[src/rtl/fifo_uart_tx.sv]
// UART transmitter that drains a first-word-fall-through FIFO read port.
// Every frame is start, DSIZE data bits LSB first, optional even parity, then stop bit(s).
//
//   state  | meaning
//   -------+------------------------------------------------------------
//   IDLE   | line high; pop and load the head word when tx_en && !rempty
//   START  | start bit (low) for one bit time
//   DATA   | shreg[0] on the line; shift right at the end of each bit
//   PARITY | stored even parity for one bit time (PARITY_EN=1 only)
//   STOP   | line high for STOP_BITS bit times
module fifo_uart_tx #(
  parameter int DSIZE        = 8,
  parameter int CLKS_PER_BIT = 16,
  parameter int PARITY_EN    = 0,
  parameter int STOP_BITS    = 1
) (
  input  logic             rclk,
  input  logic             rrst,
  input  logic             rempty,
  input  logic [DSIZE-1:0] rdata,
  output logic             rinc,
  input  logic             tx_en,
  output logic             tx,
  output logic             busy
);

  localparam int BW = (CLKS_PER_BIT > 1) ? $clog2(CLKS_PER_BIT) : 1;
  localparam int CW = $clog2(DSIZE + 1);
  localparam logic [BW-1:0] BAUD_LAST = BW'(CLKS_PER_BIT - 1);
  localparam logic [CW-1:0] DATA_LAST = CW'(DSIZE - 1);
  localparam logic [CW-1:0] STOP_LAST = CW'(STOP_BITS - 1);

  typedef enum logic [2:0] {IDLE, START, DATA, PARITY, STOP} state_t;

  state_t           state, state_nxt;
  logic [BW-1:0]    baud_cnt, baud_nxt;
  logic [CW-1:0]    bit_cnt, bit_nxt;
  logic [DSIZE-1:0] shreg, shreg_nxt;
  logic             par_q, par_nxt;
  logic             tx_nxt, busy_nxt, rinc_nxt;
  logic             baud_end;

  assign baud_end = (baud_cnt == BAUD_LAST);

  always_ff @(posedge rclk or posedge rrst) begin
    if (rrst) begin
      state    <= IDLE;
      baud_cnt <= '0;
      bit_cnt  <= '0;
      shreg    <= '0;
      par_q    <= 1'b0;
      tx       <= 1'b1;
      busy     <= 1'b0;
      rinc     <= 1'b0;
    end else begin
      state    <= state_nxt;
      baud_cnt <= baud_nxt;
      bit_cnt  <= bit_nxt;
      shreg    <= shreg_nxt;
      par_q    <= par_nxt;
      tx       <= tx_nxt;
      busy     <= busy_nxt;
      rinc     <= rinc_nxt;
    end
  end

  always_comb begin
    state_nxt = state;
    baud_nxt  = baud_cnt;
    bit_nxt   = bit_cnt;
    shreg_nxt = shreg;
    par_nxt   = par_q;
    rinc_nxt  = 1'b0;
    tx_nxt    = 1'b1;
    busy_nxt  = 1'b0;

    case (state)
      IDLE: begin
        // The pop and the capture share this edge, so rdata is still the head word.
        if (tx_en && !rempty) begin
          state_nxt = START;
          shreg_nxt = rdata;
          par_nxt   = ^rdata;
          baud_nxt  = '0;
          bit_nxt   = '0;
          rinc_nxt  = 1'b1;
        end
      end
      START: begin
        if (baud_end) begin
          baud_nxt  = '0;
          state_nxt = DATA;
        end else begin
          baud_nxt = baud_cnt + 1'b1;
        end
      end
      DATA: begin
        if (baud_end) begin
          baud_nxt  = '0;
          shreg_nxt = shreg >> 1;
          if (bit_cnt == DATA_LAST) begin
            bit_nxt   = '0;
            state_nxt = (PARITY_EN != 0) ? PARITY : STOP;
          end else begin
            bit_nxt = bit_cnt + 1'b1;
          end
        end else begin
          baud_nxt = baud_cnt + 1'b1;
        end
      end
      PARITY: begin
        if (baud_end) begin
          baud_nxt  = '0;
          state_nxt = STOP;
        end else begin
          baud_nxt = baud_cnt + 1'b1;
        end
      end
      STOP: begin
        if (baud_end) begin
          baud_nxt = '0;
          if (bit_cnt == STOP_LAST) begin
            bit_nxt   = '0;
            state_nxt = IDLE;
          end else begin
            bit_nxt = bit_cnt + 1'b1;
          end
        end else begin
          baud_nxt = baud_cnt + 1'b1;
        end
      end
      default: state_nxt = IDLE;
    endcase

    // tx and busy are registered from the next state so they line up with it.
    case (state_nxt)
      START:   tx_nxt = 1'b0;
      DATA:    tx_nxt = shreg_nxt[0];
      PARITY:  tx_nxt = par_nxt;
      default: tx_nxt = 1'b1;
    endcase
    busy_nxt = (state_nxt != IDLE);
  end

endmodule

[config.mk]
export PLATFORM = sky130hd
export DESIGN_NAME = fifo_uart_tx
export DESIGN_NICKNAME = d
export VERILOG_FILES = /design/src/rtl/fifo_uart_tx.sv
export SDC_FILE = /design/constraint.sdc
export NUM_CORES = 1
export LEC_CHECK = 0
export CELL_PAD_IN_SITES_DETAIL_PLACEMENT = 1
export CELL_PAD_IN_SITES_GLOBAL_PLACEMENT = 1
export CORE_MARGIN = 3
export CORE_UTILIZATION = 40
export CTS_CLUSTER_DIAMETER = 150
export DETAILED_ROUTE_END_ITERATION = 10
export DONT_BUFFER_PORTS = 1
export GPL_TIMING_DRIVEN = 0
export PLACE_DENSITY = 0.66
export SLEW_MARGIN = 25
export SYNTH_ARGS = -nofsm -noshare
export SYNTH_HDL_FRONTEND = slang
export SYNTH_SLANG_ARGS = --single-unit
[constraint.sdc]
create_clock -name rclk -period 5.2 [get_ports rclk]
set_input_delay 1.04 -clock rclk [delete_from_list [all_inputs] [get_ports rclk]]
set_output_delay 1.04 -clock rclk [all_outputs]
set_load 0.02 [all_outputs]
# After elaboration in Yosys (flattened, before gate mapping)

Index checks and enable logic that the tools add are counted.

Output and inout bits: 3
Bits in registers: 23
Logic and storage cells: 60
Bits of input ports: 12

Eq/ne operators: 12
Reduce and logical (&&, ||, !) cells: 13
$add $sub $neg: 2
Muxes and demuxes: 24

Operator list:

| operator                                      | number |
|---|---|
| two-way mux 4 bit                             | 6 |
| two-way mux 3 bit                             | 7 |
| two-way mux 8 bit                             | 2 |
| one-hot mux 8 bit (2 select lines)            | 1 |
| one-hot mux 3 bit (5 select lines)            | 1 |
| == test 3 x 2 -> 1 bit, second input constant | 4 |
| one-hot mux 4 bit (3 select lines)            | 1 |
| adder 4 x 1 -> 4 bit, second input constant   | 2 |
| one-hot mux 4 bit (2 select lines)            | 1 |
| parity 8 bit                                  | 1 |
| == test 3 x 1 -> 1 bit, second input constant | 2 |
| inequality test 2 bit, second input constant  | 3 |
| nonzero test 3 bit                            | 2 |
| == test 4 x 3 -> 1 bit, second input constant | 1 |
| == test 4 bit, second input constant          | 1 |
| logical NOT 4 bit                             | 1 |
| two-way mux 1 bit                             | 4 |
| AND reduction 4 bit                           | 1 |
| nonzero test 2 bit                            | 2 |
| OR reduction 4 bit                            | 1 |
| == test 3 bit, second input constant          | 1 |
| logical NOT 3 bit                             | 1 |
| one-hot mux 1 bit (3 select lines)            | 1 |
| AND reduction 3 bit                           | 1 |
| other kinds (3)                               | 3 |

# Depth between registers and ports, before layout

Gate-level depths: netlist of the first run.

Word-level depth: 6
Depth in mapped cells: 8
Gate-level depth less buffers: 6

# Worst setup path after synthesis of the first run

Ideal clock, no wire load.

Path kind: in2reg
Start: input rempty
End: register bit_cnt[2]
Arrival time: 2.076 ns
Required time: 5.082 ns
Slack: 3.006 ns
Library setup time: 0.118 ns
Cell stages on the path: 6
Path buffers: 1
Cells stage by stage: nor3b_1 > a211oi_1 > or3_1 > buf_2 > o21bai_1 > a21o_1

Word-level cells in the longest chain between the ends: 4

RTL lines:

| item                                   | line | source |
|---|---|---|
| from (decl)                            | 19   | `input logic rempty,` |
| logical NOT 1 bit                      | 80   | `if (tx_en && !rempty) begin` |
| logical AND 1 bit                      | 80   |  |
| inequality test 2 bit (no source line) | -    |  |
| AND reduction 4 bit (no source line)   | -    |  |
| to (signal assigned)                   | 58   | `bit_cnt <= bit_nxt;` |
| to (decl)                              | 37   | `logic [CW-1:0] bit_cnt, bit_nxt;` |

Every way passes these cells.
A chain may end at the register's enable or synchronous reset.

# Final worst setup path of the first run

Start: register baud_cnt[0]
End: register tx

Elaborated cells on any way between the ends: 12
Those cells by class: eq/ne: 4; mux: 8

RTL lines:

| item                               | line | source |
|---|---|---|
| from (decl)                        | 36   | `logic [BW-1:0] baud_cnt, baud_nxt;` |
| from (signal assigned)             | 57   | `baud_cnt <= baud_nxt;` |
| == test 4 bit                      | 43   | `assign baud_end = (baud_cnt == BAUD_LAST);` |
| two-way mux 8 bit                  | 98   | `if (baud_end) begin` |
| one-hot mux 8 bit (2 select lines) | 77   | `case (state)` |
| via shreg_nxt[0]                   | 38   | `logic [DSIZE-1:0] shreg, shreg_nxt;` |
| one-hot mux 1 bit (3 select lines) | 136  | `case (state_nxt)` |
| via tx_nxt                         | 40   | `logic tx_nxt, busy_nxt, rinc_nxt;` |
| to (signal assigned)               | 61   | `tx <= tx_nxt;` |
| to (decl)                          | 23   | `output logic tx,` |

The timed path passes the listed nets, and every way through them passes these cells. The select of a mux whose other input is x is not followed.

==> impl_metrics.ini, run 1 <==
[status]
status = finished, final reports clean

[critical_path]
crit_path_end_kind = flop
crit_chain = ha_1, and3_1, buf_2, a22oi_1, a221o_1, o21ai_0, o31ai_1
cpMaxStageDelayCell = a22oi_1
worst_ep_arrival_time_ps = 2370
crit_family = compound AO/OA/AOI/OAI gates
critPathKind = flop to flop
required_ps = 5420
cpPeakStageDelay_ps = 560
path_max_fanout = 8
r2r-start = baud_cnt[0]$_DFFE_PP0P_
worstSetupStartpointType = flop
critPathBufInv = 1
cp-startpoint = baud_cnt[0]$_DFFE_PP0P_

[sta]
fin_skew_ps = 10.6
setup_viol = 0
slew_headroom_pct = 41.8
rsz0062_at_grt = no
fin_crit_ps = 2150
tns_ps = 0
fin_crit_sh_pct = 41.3
hold_viol = 0
worst_pin_slew_ps = 872
timing.fmax_mhz = 465
slew_viol_final = 0

[yosys]
syn_area_um2 = 1260
yosysWarnings = 0
synthArstFlopShare_pct = 100
syn_area_per_cell_um2 = 9.34
synth_edf_count = 0
ys_seq_area_share_pct = 45.7
syn-num-nets = 150
ys_types = 35
synth_ff_type = dfrtp_1
syn_inst = 135
ys_ff_latch = 23

[cells_and_area]
num-nets-final = 155
fillers = 352
area_growth_pct = 6.35
seqCellArea_um2 = 577
multi_input_area_um2 = 619
drive_above_1_share_pct = 10.1
fin_util_pct = 46.6
antennaDiodeCount = 0

[detailed_routing]
num_vias = 1000
route.antenna.remaining_nets = 0
drt-initial-drc-count = 64
drt-total-wl_mm = 2.77
vias_per_cell = 5.52
firstDrtPassIters = 6
detail_route.wl_per_cell_um = 15.3
drc = 0

[cts]
clk_pin_slew_ps = 140
cts_tree = yes
cts_resized = 0
clock_path_buffers = 2
cts_buffers = 3
postCtsSetupBuffers = 0
postCtsHoldBufs = 0
htree_levels = 1
cts.sinks = 23
clock_latency_ps = 310
cts_root_buf = clkbuf_4

[global_route]
antenna_found_initial = 0
grt_max_degree = 24
grt_pass1_wl_mm = 5.03
gr-total-overflow = 0
first_global_vias = 1103
track_usage_pct = 15.5

[power_and_ir_drop]
p_sw_share_pct = 39.0
power.internal_mw = 0.379
comb_power_share_pct = 36.8
power_frac_seq_pct = 49.4
clock_power_share_pct = 13.8
power_density_nw_per_um2 = 464
power.switching_mw = 0.243
p_leak_nw = 0.593
peakVddDrop_mv = 0.173

[die]
fp-row-count = 19
io_pins = 15
die_y_um = 62.2
fp.coreArea_um2 = 2880
start_util_pct = 43.8
die_w_um = 62.2
dieArea_um2 = 3860

[placed_design]
port_buffers = 0
hpwlAfterDp_mm = 2.05
gp_congestion = 0.805

[min_path]
hold_path_class = flop to flop
min_from = shreg[1]$_DFFE_PP0P_

[run]
timing.max_cap.violations = 0
## power by group through the flow
stage | clock [mW] | combinational [mW] | sequential [mW]
5_1_grt | 0.0991 | 0.269 | 0.320
2_1_floorplan | 0 | 0.187 | 0.298
4_1_cts | 0.0886 | 0.231 | 0.307
6_report | 0.0859 | 0.229 | 0.307
3_5_place_dp | 0 | 0.230 | 0.311
3_3_place_gp | 0 | 0.218 | 0.309
## cells by family (layout without fill, tap and decap cells)
family | Yosys count | after routing | synth area share, %
AND/OR/NAND/NOR | 53 | 53 | 21.3
AO/OA/AOI/OAI | 37 | 37 | 19.9
adder cells (fa/ha/maj) | 3 | 3 | 2.98
buffers and inverters | 12 | 16 | 5.16
flip-flops | 23 | 23 | 45.7
XOR/XNOR | 7 | 7 | 4.86
## path summary, 6_finish.rpt
kind	to	slack, ps	cells past startpoint
min in group asynchronous	bit_cnt[2]$_DFFE_PP0P_	770	1
worst max register to register	tx$_DFF_PP1_	3050	7
worst max-delay path	tx$_DFF_PP1_	3050	7
worst min register to register	shreg[1]$_DFFE_PP0P_	490	2
max in group asynchronous	shreg[0]$_DFF_PP0_	3880	1
worst min-delay path	shreg[1]$_DFFE_PP0P_	490	2
## state kept, by name, indices dropped and copies added (netlist names)
signal,flops
baud_cnt,4
bit_cnt,4
busy,1
par_q,1
rinc,1
shreg,8
state,3
tx,1
## through the flow
stage	power [mW]	worst slack [ps]	hold WS, ps	std cells	instance area, um^2
floorplan	0.485	3010	438	135	1260
global placement	0.527	2890	458	177	1310
detailed placement	0.541	2880	466	177	1310
CTS	0.627	3030	500	181	1340
global route	0.688	2850	533	181	1340
finish	0.622	3050	492	181	1340
## area by class of cell
| class | instances | share of cell area (%) |
|---|---|---|
| plain buffers | 6 | 3.17 |
| flip-flops and latches | 23 | 43.0 |
| multi-input cells | 100 | 46.2 |
| clock buffers | 3 | 1.68 |
| clock inverters | 1 | 0.373 |
| well taps | 42 | 3.92 |
| inverters | 6 | 1.68 |
## synthesized netlist by cell type (all sizes together) (3+ instances only)
cell	n	area share (%)
nand3	6	2.8
nor2	9	2.7
nand2	21	6.3
a22oi	7	4.2
and3	3	1.5
ha	3	3.0
o21ai	7	2.8
xnor2	7	4.9
dfrtp	22	44
a211oi	3	1.8
a21oi	6	2.4
inv	6	1.8
buf	6	3.4
nor4b	3	2.6
nor3	3	1.2
## routing by layer
layer	part of all wire [%]	vias to the layer above	routed length (um)	track usage, %
met2	47	10	1310	26.1
met1	50	498	1380	21.2
met3	2.7	0	75	2.52
met5	0	-	0	0
met4	0	0	0	2.49
li1	-	492	-	-
## placed cells by master (no fill, tap or decap), drive strengths merged, types with 2 or more instances in the layout
master | synthesis | routed
nor2 | 9 | 9
clkbuf | 0 | 3
a21oi | 6 | 6
nand2 | 21 | 21
o21ai | 7 | 7
a311oi | 2 | 2
a211oi | 3 | 3
a22oi | 7 | 7
nor4b | 3 | 3
nor3b | 2 | 2
or2 | 2 | 2
or3 | 2 | 2
xnor2 | 7 | 7
nor3 | 3 | 3
a22o | 2 | 2
o21bai | 2 | 2
dfrtp | 22 | 22
buf | 6 | 6
and3 | 3 | 3
ha | 3 | 3
a31oi | 2 | 2
nand3 | 6 | 6
inv | 6 | 6
## worst min-delay path, cell delays in order, from the launching register on
cell and delay (ps):
dfrtp_1 360, nand2_1 50, nand2_1 60
(Power assumes the default switching activity.)
==> inputs of run 2 (changes only) <==
==> constraint.sdc (replaced) <==
create_clock -name rclk -period 2.1 [get_ports rclk]
set_input_delay 0.42 -clock rclk [delete_from_list [all_inputs] [get_ports rclk]]
set_output_delay 0.42 -clock rclk [all_outputs]
set_load 0.02 [all_outputs]
==> run 2 against run 1 <==
Compared with the run above: wire length is 0.98% higher; clock skew about the same; sequential cell count unchanged; combinational power grew to 2.6 times the previous value; worst setup slack worse by 2900 ps; sequential power is 150% higher; global-route usage unchanged; utilization rose by 0.87 points; worst hold slack worse by 340 ps; final cell count is 0.55% higher; count of clock-buffer cells in the layout is the same; die area unchanged.
==> impl_metrics.ini, run 2 (synthesis results as in run 1) <==
[status]
status = finished, final reports clean

[critical_path]
crit_path_end_kind = flop
crit_chain = ha_2, nand3_2, o21a_1, or3_1, buf_2, o21bai_1, a21o_1
required_ps = 2330
path_max_fanout = 8
worstSetupStartpointType = flop
cpPeakStageDelay_ps = 430
critPathKind = flop to flop
cpMaxStageDelayCell = dfrtp_2
rrSetupSlack_ps = 120
worst_ep_arrival_time_ps = 2200

[placed_design]
placed_area_um2 = 1310
place_inst = 177
hpwlAfterDp_mm = 2.05
dp_slack_ps = -13.4
port_buffers = 0
gp_congestion = 0.805

[detailed_routing]
vias_per_cell = 5.53
route.antenna.remaining_nets = 0
drc = 0
detail_route.wl_per_cell_um = 15.4
firstDrtPassIters = 4
drt-total-wl_mm = 2.79
num_vias = 1007
drt-initial-drc-count = 70

[cts]
postCtsHoldBufs = 0
cts_tree = yes
cts.sinks = 23
clock_latency_ps = 310
clk_pin_slew_ps = 140
cts_buffers = 3
clock_path_buffers = 2
cts_root_buf = clkbuf_4
htree_levels = 1

[sta]
worst_pin_slew_ps = 866
hold_viol = 0
slew_viol_final = 0
slew_headroom_pct = 42.2
fin_crit_ps = 1980
setup_ws_ps = 125
fin_skew_ps = 10.9
fin_crit_sh_pct = 94.1
hold_slack_ps = 150
setup_viol = 0
rsz0062_at_grt = no
timing.fmax_mhz = 506

[power_and_ir_drop]
power.switching_mw = 0.609
clock_power_share_pct = 13.6
peakVddDrop_mv = 0.428
total_power_mw = 1.57
comb_power_share_pct = 37.9
p_sw_share_pct = 38.9
p_leak_nw = 0.595
power_density_nw_per_um2 = 1150
power.internal_mw = 0.958
power_frac_seq_pct = 48.5

[cells_and_area]
drive_above_1_share_pct = 13.6
num-nets-final = 156
fillers = 352
area_growth_pct = 8.33
top_register = shreg
mostFrequentLayoutCells = nand2_1 (21), dfrtp_1 (21), nor2_1 (9)
antennaDiodeCount = 0
largest_reg_flops = 8
final_area_um2 = 1370
reg.largest.list = shreg x8, baud_cnt x4, bit_cnt x4
instances_no_fill = 182

[global_route]
grt_max_degree = 24
first_global_vias = 1103
antenna_found_initial = 0
grt_pass1_wl_mm = 5.03
gr-total-overflow = 0
track_usage_pct = 15.5

[die]
dieArea_um2 = 3860
fp-row-count = 19
fp.coreArea_um2 = 2880
io_pins = 15
die_w_um = 62.2
start_util_pct = 43.8
die_y_um = 62.2

[min_path]
hold_path_class = primary input to async pin

[run]
timing.max_cap.violations = 0
run 2: layout make-up:
cell class                      count  area, um^2  share of cell area (%)
Clock buffer                        3        22.5                    1.65
Clock inverter                      1        5.00                   0.366
Buffer                              6        45.0                    3.30
Multi-Input combinational cell    100         633                    46.3
Inverter                            6        22.5                    1.65
Timing Repair Buffer                1        7.51                   0.549
Sequential cell                    23         578                    42.3
Tap cell                           42        52.6                    3.85
run 2: critical path, delay by kind of cell (launching register included):
| family | cells | cell delay (ps) |
|---|---|---|
| AOI/OAI and AO/OA | 3 | 560 |
| adders and majority gates | 1 | 220 |
| buffers and inverters | 1 | 180 |
| DFF | 1 | 430 |
| and+or+nand+nor | 2 | 510 |
run 2: routing by layer:
layer  GRT usage [%]  share of wire (%)  vias up
met5               0                  0        -
met4            2.49                  0        0
met3            2.52                2.9        0
met2            26.1                 47       10
met1            21.2                 50      503
li1                -                  -      494
run 2: timing repair:
item,in CTS,in global routing
endpoints found under the setup margin,1,3
setup buffers,0,1
resized for setup,1,4
run 2: final timing paths:
check | start | to | cells after the start
worst max-delay path | baud_cnt[0]$_DFFE_PP0P_ | bit_cnt[2]$_DFFE_PP0P_ | 7
worst min-delay path | rrst | bit_cnt[2]$_DFFE_PP0P_ | 1
worst max register to register | baud_cnt[0]$_DFFE_PP0P_ | bit_cnt[2]$_DFFE_PP0P_ | 7
worst min register to register | shreg[1]$_DFFE_PP0P_ | shreg[1]$_DFFE_PP0P_ | 2
max in group asynchronous | rrst | baud_cnt[0]$_DFFE_PP0P_ | 1
min in group rclk | rdata[5] | shreg[5]$_DFFE_PP0P_ | 2
run 2: power by group through the flow:
stage / registers [mW] / logic [mW] / clock network (mW)
5_1_grt: 0.792 / 0.694 / 0.245
4_1_cts: 0.761 / 0.576 / 0.219
2_1_floorplan: 0.739 / 0.462 / 0
3_3_place_gp: 0.765 / 0.540 / 0
6_report: 0.761 / 0.594 / 0.213
3_5_place_dp: 0.771 / 0.569 / 0
run 2: metrics by stage:
stage,util (%),setup TNS (ps)
floorplan,-,0
global placement,45.7,0
detailed placement,45.7,-13.4
CTS,46.8,0
global route,47.5,0
finish,47.5,0
==> inputs of run 3 (changes only) <==
--- a/config.mk
+++ b/config.mk
@@ -7,9 +7,10 @@
 export LEC_CHECK = 0
 export CELL_PAD_IN_SITES_DETAIL_PLACEMENT = 1
 export CELL_PAD_IN_SITES_GLOBAL_PLACEMENT = 1
-export CORE_MARGIN = 3
+export CORE_MARGIN = 5
 export CORE_UTILIZATION = 40
 export CTS_CLUSTER_DIAMETER = 150
+export CTS_CLUSTER_SIZE = 25
 export DETAILED_ROUTE_END_ITERATION = 10
 export DONT_BUFFER_PORTS = 1
 export GPL_TIMING_DRIVEN = 0
==> run 3 against run 2 <==
Compared with the run above: global-route usage is 0.70 points lower; via count is 2.0% lower; register-to-register slack better by 30 ps; worst hold slack better by 7.0 ps; combinational power hardly changed; largest cell class unchanged.
==> impl_metrics.ini, run 3 (synthesis results as in run 1) <==
[cts]
cts_tree = yes
cts_root_buf = clkbuf_4
clk_pin_slew_ps = 140
clock_path_buffers = 2
htree_levels = 1
clock_latency_ps = 320
cts.sinks = 23
cts_buffers = 3

[die]
dieArea_um2 = 4380
start_util_pct = 41.7
die_w_um = 66.2
die_y_um = 66.2
io_pins = 15
fp-row-count = 20
fp.coreArea_um2 = 3030

[sta]
setup_ws_ps = 156
slew_viol_final = 0
fin_skew_ps = 2.41
worst_pin_slew_ps = 888
hold_slack_ps = 157
fin_crit_ps = 1940
setup_viol = 0
fin_crit_sh_pct = 92.6
hold_viol = 0
tns_ps = 0
rsz0062_at_grt = no
slew_headroom_pct = 40.7
timing.fmax_mhz = 514

[critical_path]
worstSetupStartpointType = flop
required_ps = 2330
worst_ep_arrival_time_ps = 2170
crit_chain = ha_2, and3_1, buf_2, a211oi_1, or3_1, buf_2, o21bai_1, a21o_1
path_max_fanout = 8
critPathKind = flop to flop
cp_common_cell = buf_2
cpPeakStageDelay_ps = 400
crit_path_end_kind = flop
cpMaxStageDelayCell = dfrtp_2

[power_and_ir_drop]
total_power_mw = 1.57
peakVddDrop_mv = 0.385
p_leak_nw = 0.596
power_density_nw_per_um2 = 1150

[cells_and_area]
top_register = shreg
mostFrequentLayoutCells = nand2_1 (21), dfrtp_1 (21), nor2_1 (9)
area_growth_pct = 7.84
antennaDiodeCount = 0
drive_above_1_share_pct = 12.9
reg.largest.list = shreg x8, baud_cnt x4, bit_cnt x4
num-nets-final = 156
largest_reg_flops = 8

[detailed_routing]
drt-initial-drc-count = 56
route.antenna.remaining_nets = 0
vias_per_cell = 5.36
firstDrtPassIters = 4
num_vias = 987
drt-total-wl_mm = 2.82
drc = 0
detail_route.wl_per_cell_um = 15.3

[run]
timing.max_cap.violations = 0

[placed_design]
gp_congestion = 0.808
hpwlAfterDp_mm = 2.11
port_buffers = 0
dp_slack_ps = 16.7

[global_route]
grt_max_degree = 24
antenna_found_initial = 0
first_global_vias = 1093
grt_pass1_wl_mm = 5.00
track_usage_pct = 14.8
gr-total-overflow = 0

[status]
status = finished, final reports clean

[min_path]
hold_path_class = primary input to async pin
-- run 3: metrics by stage --
stage | cell area, um^2 | std cells | utilization (%)
after global placement | 1320 | 179 | 43.5
after CTS | 1350 | 183 | 44.5
final | 1360 | 184 | 44.9
after floorplan | 1260 | 135 | -
after global routing | 1360 | 184 | 44.9
after detailed placement | 1320 | 179 | 43.5
-- run 3: timing repair --
item	4_1_cts	5_1_grt
hold buffers	0	0
gates resized for setup	1	2
endpoints found under the setup margin	1	3
setup buffers	0	1
-- run 3: metal layers --
layer,track usage (%),vias to the layer above,wire [um],part of all wire [%]
li1,-,491,-,-
met4,4.57,0,33,1.2
met1,18.9,481,1360,48
met5,0,-,0,0
met2,24.7,11,1370,49
met3,3.06,4,55,2.0
-- run 3: cell type report --
type,count,area (um^2)
flip-flops and latches,23,578
repair buffers,1,7.51
fillers,360,1670
clock inverters,1,5.00
well taps,44,55.1
clock buffers,3,22.5
multi-input cells,100,627
inverters,6,22.5
plain buffers,6,42.5
-- run 3: worst paths after layout --
path | from | endpoint | slack (ps) | cells after the start
max | baud_cnt[0]$_DFFE_PP0P_ | bit_cnt[2]$_DFFE_PP0P_ | 160 | 8
min | rrst | shreg[4]$_DFFE_PP0P_ | 160 | 1
max reg2reg | baud_cnt[0]$_DFFE_PP0P_ | bit_cnt[2]$_DFFE_PP0P_ | 160 | 8
min reg2reg | shreg[2]$_DFFE_PP0P_ | shreg[2]$_DFFE_PP0P_ | 500 | 2
max in group asynchronous | rrst | baud_cnt[0]$_DFFE_PP0P_ | 1350 | 1
min in group rclk | rdata[2] | shreg[2]$_DFFE_PP0P_ | 220 | 2
-- run 3: report_power, final --
part | switching [mW] | total, mW | internal [mW] | leakage [nW]
Sequential | 0.141 | 0.758 | 0.617 | 0.286
Clock | 0.146 | 0.217 | 0.0714 | 0.0177
Combinational | 0.324 | 0.593 | 0.269 | 0.292
-- run 3: critical path, delay by kind of cell (launching register included) --
family | cells | cell delay (ps)
AOI/OAI and AO/OA | 3 | 420
adders and majority gates | 1 | 210
buffers and inverters | 2 | 340
DFF | 1 | 400
and+or+nand+nor | 2 | 480
